--- src/rtl/comfort_ramp_ctrl.sv ---
// comfort_ramp_ctrl: password-gated comfort setpoint controller.
// Each of CH channels (ch0 temperature, ch1 light, ...) ramps its registered
// setpoint one LSB per STEP_DIV clocks toward a per-channel ideal value, but
// only while the authentication FSM is UNLOCKED.
// Optional feature macro COMFORT_LOCKOUT_EN: when defined, MAX_TRIES
// consecutive wrong passwords put the FSM into LOCKOUT for LOCK_CYCLES clocks.
// When undefined, wrong passwords simply leave the FSM in LOCKED and
// locked_out is tied low.
module comfort_ramp_ctrl #(
    parameter int CH          = 2,
    parameter int W           = 8,
    parameter int STEP_DIV    = 10,
    parameter int MAX_TRIES   = 3,
    parameter int LOCK_CYCLES = 100
) (
    input  logic            clk,
    input  logic            rst_n,
    input  logic [7:0]      pass_in,
    input  logic [7:0]      pass_ref,
    input  logic            pass_valid,
    input  logic            lock,
    input  logic            load,
    input  logic [CH*W-1:0] ideal,
    input  logic [CH*W-1:0] sens,
    output logic [CH*W-1:0] set_out,
    output logic [CH-1:0]   busy,
    output logic            unlocked,
    output logic            locked_out
);

    typedef enum logic [1:0] {
        ST_LOCKED   = 2'd0,
        ST_UNLOCKED = 2'd1,
        ST_LOCKOUT  = 2'd2
    } state_t;

    localparam int PW = (STEP_DIV > 1) ? $clog2(STEP_DIV) : 1;
    localparam logic [PW-1:0] PRESC_LAST = PW'(STEP_DIV - 1);
    localparam logic [PW-1:0] PRESC_ONE  = PW'(1);
    localparam logic [W-1:0]  STEP_ONE   = W'(1);

    state_t            state_r;
    state_t            state_s;
    logic [PW-1:0]     presc_r;
    logic [PW-1:0]     presc_s;
    logic [CH*W-1:0]   set_r;
    logic [CH*W-1:0]   set_s;
    logic              unlocked_r;
    logic              pass_ok_s;
    logic              tick_s;
    logic              load_ok_s;
    logic [CH-1:0]     busy_s;

`ifdef COMFORT_LOCKOUT_EN
    localparam int FW  = $clog2(MAX_TRIES + 1);
    localparam int LCW = $clog2(LOCK_CYCLES + 1);
    localparam logic [FW-1:0]  FAIL_LAST = FW'(MAX_TRIES - 1);
    localparam logic [FW-1:0]  FAIL_ONE  = FW'(1);
    localparam logic [LCW-1:0] LOCK_LAST = LCW'(LOCK_CYCLES - 1);
    localparam logic [LCW-1:0] LOCK_ONE  = LCW'(1);

    logic [FW-1:0]  fail_cnt_r;
    logic [FW-1:0]  fail_cnt_s;
    logic [LCW-1:0] lock_cnt_r;
    logic [LCW-1:0] lock_cnt_s;
    logic           locked_out_r;
`endif

    assign pass_ok_s = (pass_in == pass_ref);
    // A step tick happens only while UNLOCKED, on the last prescaler count.
    assign tick_s    = (state_r == ST_UNLOCKED) && (presc_r == PRESC_LAST);
    assign load_ok_s = (state_r == ST_UNLOCKED) && load;

    // Authentication next-state and fail/lockout counter updates.
    always_comb begin
        state_s = state_r;
`ifdef COMFORT_LOCKOUT_EN
        fail_cnt_s = fail_cnt_r;
        lock_cnt_s = '0;
`endif
        case (state_r)
            ST_LOCKED: begin
`ifdef COMFORT_LOCKOUT_EN
                if (pass_valid && pass_ok_s) begin
                    state_s    = ST_UNLOCKED;
                    fail_cnt_s = '0;
                end else if (pass_valid) begin
                    if (fail_cnt_r == FAIL_LAST) begin
                        state_s    = ST_LOCKOUT;
                        fail_cnt_s = '0;
                    end else begin
                        fail_cnt_s = fail_cnt_r + FAIL_ONE;
                    end
                end else begin
                    state_s = ST_LOCKED;
                end
`else
                if (pass_valid && pass_ok_s) begin
                    state_s = ST_UNLOCKED;
                end else begin
                    state_s = ST_LOCKED;
                end
`endif
            end
            ST_UNLOCKED: begin
                // lock wins over any password strobe in the same cycle
                if (lock) begin
                    state_s = ST_LOCKED;
                end else if (pass_valid && !pass_ok_s) begin
                    state_s = ST_LOCKED;
                end else begin
                    state_s = ST_UNLOCKED;
                end
            end
`ifdef COMFORT_LOCKOUT_EN
            ST_LOCKOUT: begin
                // stays exactly LOCK_CYCLES cycles; pass_valid is ignored here
                if (lock_cnt_r == LOCK_LAST) begin
                    state_s    = ST_LOCKED;
                    lock_cnt_s = '0;
                end else begin
                    lock_cnt_s = lock_cnt_r + LOCK_ONE;
                end
            end
`endif
            default: begin
                state_s = ST_LOCKED;
            end
        endcase
    end

    // Step prescaler: free-runs only while UNLOCKED, parked at zero otherwise.
    always_comb begin
        presc_s = '0;
        if (state_r == ST_UNLOCKED) begin
            if (presc_r == PRESC_LAST) begin
                presc_s = '0;
            end else begin
                presc_s = presc_r + PRESC_ONE;
            end
        end else begin
            presc_s = '0;
        end
    end

    // Setpoint next value: load beats tick; ramp saturates at ideal, never wraps.
    always_comb begin
        set_s = set_r;
        for (int k = 0; k < CH; k++) begin
            if (load_ok_s) begin
                set_s[k*W +: W] = sens[k*W +: W];
            end else if (tick_s) begin
                if (set_r[k*W +: W] < ideal[k*W +: W]) begin
                    set_s[k*W +: W] = set_r[k*W +: W] + STEP_ONE;
                end else if (set_r[k*W +: W] > ideal[k*W +: W]) begin
                    set_s[k*W +: W] = set_r[k*W +: W] - STEP_ONE;
                end else begin
                    set_s[k*W +: W] = set_r[k*W +: W];
                end
            end else begin
                set_s[k*W +: W] = set_r[k*W +: W];
            end
        end
    end

    // Core state registers: FSM, prescaler, setpoints, unlocked flag.
    always_ff @(posedge clk or negedge rst_n) begin
        if (!rst_n) begin
            state_r    <= ST_LOCKED;
            presc_r    <= '0;
            set_r      <= '0;
            unlocked_r <= 1'b0;
        end else begin
            state_r    <= state_s;
            presc_r    <= presc_s;
            set_r      <= set_s;
            unlocked_r <= (state_s == ST_UNLOCKED);
        end
    end

`ifdef COMFORT_LOCKOUT_EN
    // Lockout bookkeeping registers: fail counter, lockout timer, status flag.
    always_ff @(posedge clk or negedge rst_n) begin
        if (!rst_n) begin
            fail_cnt_r   <= '0;
            lock_cnt_r   <= '0;
            locked_out_r <= 1'b0;
        end else begin
            fail_cnt_r   <= fail_cnt_s;
            lock_cnt_r   <= lock_cnt_s;
            locked_out_r <= (state_s == ST_LOCKOUT);
        end
    end

    assign locked_out = locked_out_r;
`else
    assign locked_out = 1'b0;
`endif

    // Busy per channel: ramp still pending while access is granted.
    always_comb begin
        busy_s = '0;
        for (int k = 0; k < CH; k++) begin
            busy_s[k] = unlocked_r && (set_r[k*W +: W] != ideal[k*W +: W]);
        end
    end

    assign set_out  = set_r;
    assign busy     = busy_s;
    assign unlocked = unlocked_r;

endmodule
--- config.mk ---
export PLATFORM = sky130hd
export DESIGN_NAME = comfort_ramp_ctrl
export DESIGN_NICKNAME = d
export VERILOG_FILES = /design/src/rtl/comfort_ramp_ctrl.sv
export SDC_FILE = /design/constraint.sdc
export NUM_CORES = 1
export LEC_CHECK = 0
export ABC_CLOCK_PERIOD_IN_PS = 3250
export BUFFER_PORTS_ARGS = -buffer_cell sky130_fd_sc_hd__buf_2
export CORE_UTILIZATION = 46
export DETAILED_ROUTE_END_ITERATION = 10
export PLACE_DENSITY = 0.77
export SLEW_MARGIN = 20
export SYNTH_ARGS = -nofsm -noshare
export SYNTH_HDL_FRONTEND = slang
export SYNTH_SLANG_ARGS = --single-unit
--- constraint.sdc ---
create_clock -name clk -period 3.25 [get_ports clk]
set_clock_uncertainty 0.1 [all_clocks]
set_input_delay 0.325 -clock clk [delete_from_list [all_inputs] [get_ports clk]]
set_output_delay 0.325 -clock clk [all_outputs]
set_load 0.005 [all_outputs]
==> impl_results.rst <==
.. list-table::
   :header-rows: 1

   * - Metric
     - Value
   * - Gr usage total
     - 20.7%
   * - Average wire length per cell after detail routing
     - roughly 13 µm
   * - Synth warn
     - 0
   * - Worst Setup Slack post-DPL
     - -0.00169 ns
   * - Flop and latch count out of synthesis
     - 21
   * - Synth top cells by count
     - sky130_fd_sc_hd__ha_1, sky130_fd_sc_hd__dfrtp_1, sky130_fd_sc_hd__inv_1, sky130_fd_sc_hd__a21oi_1, sky130_fd_sc_hd__nand2_1
   * - EDFF count, synth
     - 0
   * - Post-DRT Antenna Nets
     - 0
   * - Post-synth net total
     - 336
   * - Root buffer cell
     - sky130_fd_sc_hd__clkbuf_8
   * - Outcome
     - finished clean
   * - Via count of the first global-routing pass
     - 1924
   * - R2R Path End
     - set_out[7]
   * - Die extent in y
     - roughly 70 µm
   * - Biggest area contributors in the synthesized netlist
     - sky130_fd_sc_hd__dfrtp_1, sky130_fd_sc_hd__ha_1, sky130_fd_sc_hd__xor2_1
   * - Hold/Removal Path Class
     - input pin to register
   * - Global placement routability congestion
     - 0.888
   * - Library cell with the largest summed area after synthesis
     - sky130_fd_sc_hd__dfrtp_1
   * - Die ar.
     - just under 5000 µm²
   * - Worst R2R Setup Slack
     - 0.16 ns
   * - Clock Pin Slew Worst Setup and Hold Paths
     - 0.09 ns
   * - Effective utilization at floorplan
     - between 40% and 50%
   * - Via-to-Cell Ratio
     - 5.33
   * - Maximum operating frequency
     - 324 MHz
   * - Slew Limit Fails
     - 0
   * - Predominant post-synthesis flop cell
     - sky130_fd_sc_hd__dfrtp_1
   * - Total count of hold-check failures in the final report
     - 0
   * - # diodes
     - 0
   * - Layout cells sized above 1
     - 32.9%
   * - Leftover overflow at the end of global routing
     - 0
   * - Cell with the most instances after synthesis
     - sky130_fd_sc_hd__ha_1
   * - Gate Count Post-Synth
     - 249
   * - First-pass GRT wire length
     - 8.39 mm
   * - Number of port buffers
     - ~70
   * - Layout overhead on the synthesized area
     - 27.8%
   * - Worst reg2reg path depth
     - 12
   * - Clock sink count
     - 21
   * - Number of maximum-capacitance violations
     - 0
   * - Via count of the routed design
     - about 2000
   * - Critical Path AT
     - 3.14 ns
   * - Leakage power summed over all cells
     - about 1.4 nW
   * - Number of buffers created by CTS
     - 3
   * - Maximum count of clock buffers along a single path
     - 2
   * - Share of synthesized area occupied by flip-flops and latches
     - ~25%
   * - Kind of capture point of the worst setup path
     - register
   * - Worst R2R Start
     - set_out[1]
   * - Insertion delay to the later sink of the worst-skew pair
     - 0.26 ns
   * - Final wirelength
     - about 5 mm
   * - Required time reported for the critical path endpoint
     - 3.30 ns
   * - Number of remaining DRC errors
     - 0
   * - Post-layout min period
     - approximately 3.1 ns
   * - Number of violations reported at the end of detailed-routing iteration 0
     - 81
   * - Kind of launch point of the worst setup path
     - register
   * - Sum of negative setup slack
     - 0 ns
   * - Max H-tree Level
     - 1
   * - Hold path endpoint
     - unlocked
   * - Maximum vdd drop
     - 0.326 mV
   * - Netlist Area Pre-Place
     - 2130 µm²
   * - Maximum number of pins on one net before global-route repair
     - 25
   * - Startpoint-to-endpoint class of the critical path
     - register to register
   * - Core region area
     - 4410 µm²
   * - Share of synthesized registers carrying an async set or reset
     - between 90% and 100%
   * - Setup-violating endpoint count in the final report
     - 0
   * - Antenna violations before repair
     - 0
   * - Final Net Count
     - 419
   * - Detailed Routing Iterations Pass 1
     - 4
   * - Share of the synthesized area in the top cell type
     - 24.6%
   * - I/O pin count
     - 73
   * - Tcrit/Tclk final
     - 95.0%
   * - Total setup buffers inserted after CTS
     - 0
   * - Standard-cell row count
     - 24
   * - Setup WS post-layout
     - 0.164 ns
   * - Detail Placement HPWL
     - 3.96 mm
   * - Largest fanout of any net on the critical path
     - 8
   * - Cell Pwr Density
     - 948 nW/µm²
   * - Headroom to the max-slew limit
     - between 30% and 40%
   * - Launch point of the worst hold path
     - pass_valid
   * - Worst Tran Pin Value
     - 0.901 ns
   * - Cell count of the worst hold path
     - 2
   * - Die Width
     - between 70 and 80 µm
   * - Post-synthesis area per instance
     - 8.57 µm²
   * - Clock tree from TritonCTS
     - yes
   * - Unique masters post-synth
     - 41
-- layout by cell type (no fill, tap or decap), types with 4 or more instances in the layout --
cell type	instances
sky130_fd_sc_hd__xor2_1	12
sky130_fd_sc_hd__a21o_1	6
sky130_fd_sc_hd__nor2_1	16
sky130_fd_sc_hd__mux2i_1	4
sky130_fd_sc_hd__buf_4	14
sky130_fd_sc_hd__nor3_1	7
sky130_fd_sc_hd__nand4_1	5
sky130_fd_sc_hd__nor3b_1	5
sky130_fd_sc_hd__buf_2	71
sky130_fd_sc_hd__a21oi_1	20
sky130_fd_sc_hd__mux2_2	5
sky130_fd_sc_hd__nor2b_1	4
sky130_fd_sc_hd__xnor2_1	4
sky130_fd_sc_hd__o21ai_0	14
sky130_fd_sc_hd__ha_1	29
sky130_fd_sc_hd__dfrtp_1	21
sky130_fd_sc_hd__inv_1	21
sky130_fd_sc_hd__a21oi_2	4
sky130_fd_sc_hd__nand2_1	18
sky130_fd_sc_hd__nand3_1	6
-- how the worst max path moves through the flow --
stage                           from    endpoint  slack [ns]  cells past startpoint
final                     set_out[1]  set_out[7]        0.16                     12
after global routing      set_out[1]  set_out[7]      -0.004                     12
after CTS                 set_out[1]  set_out[7]        0.05                     12
after detailed placement    ideal[1]  set_out[7]      -0.002                     14
after global placement      ideal[1]  set_out[7]        0.08                     14
after floorplan           set_out[1]  set_out[7]        0.19                     12
-- worst max-delay path, cell delays in order (launching register included) --
cell	delay, ns
sky130_fd_sc_hd__dfrtp_1	0.40
sky130_fd_sc_hd__ha_1	0.29
sky130_fd_sc_hd__nor2b_1	0.14
sky130_fd_sc_hd__o211ai_2	0.15
sky130_fd_sc_hd__a21o_1	0.21
sky130_fd_sc_hd__nand2b_4	0.13
sky130_fd_sc_hd__ha_1	0.39
sky130_fd_sc_hd__nor2_1	0.07
sky130_fd_sc_hd__nor2_1	0.14
sky130_fd_sc_hd__o41ai_2	0.09
sky130_fd_sc_hd__or3_1	0.35
sky130_fd_sc_hd__a31o_1	0.22
sky130_fd_sc_hd__a221o_1	0.28
-- per-layer routing --
metal | wire length [µm] | global-route usage [%] | vias up
met1 | 2330 | 28.0 | 931
met5 | 0 | 0 | -
met3 | 209 | 3.32 | 6
met4 | 51 | 4.67 | 0
met2 | 2330 | 34.5 | 51
li1 | - | - | 1055
-- area by class of cell --
cell class	instances	area (µm²)
fill	395	1690
tap	52	65.1
clock inverter	1	5.00
inverter	21	78.8
clock buffer	3	41.3
sequential	21	526
multi-input combinational	199	1540
timing repair buffer	86	470
-- state kept, by name, indices dropped and copies added (netlist names) --
signal / cells
set_out: 16
presc_r: 4
unlocked: 1
-- report_power, final --
part / internal, mW / switching, mW / total (mW)
Combinational: 0.962 / 0.983 / 1.95
Sequential: 0.363 / 0.0950 / 0.458
Clock: 0.0856 / 0.0964 / 0.182
Total: 1.41 / 1.17 / 2.59
-- per-stage QoR --
step / instance area, µm² / std cells / utilization [%] / hold WS, ns / power [mW]
floorplan: 2130 / 249 / - / -0.0706 / 1.76
global placement: 2610 / 378 / 59.2 / 0.215 / 2.23
detailed placement: 2610 / 378 / 59.2 / 0.215 / 2.28
CTS: 2670 / 383 / 60.5 / 0.130 / 2.48
global route: 2730 / 383 / 61.8 / 0.153 / 2.87
finish: 2730 / 383 / 61.8 / 0.129 / 2.59
-- cell families (layout without fill, tap and decap cells) --
kind of cell    after synthesis  after routing  synth area share, %
compound gates               66             66                 20.5
simple gates                 73             73                 17.1
fa+ha+maj                    34             34                 20.6
flops                        21             21                 24.6
mux                           9              9                 4.51
buf+inv                      29            111                 5.86
xor+xnor                     16             16                 6.56
other cells                   1              1                0.176
-- timing repair --
item / in CTS / in global routing
hold endpoints to repair: 21 / 0
hold buffers: 1 / 0
resized for setup: 0 / 9
endpoints found under the setup margin: 0 / 4
No activity file was read; power rests on OpenSTA's default activity.
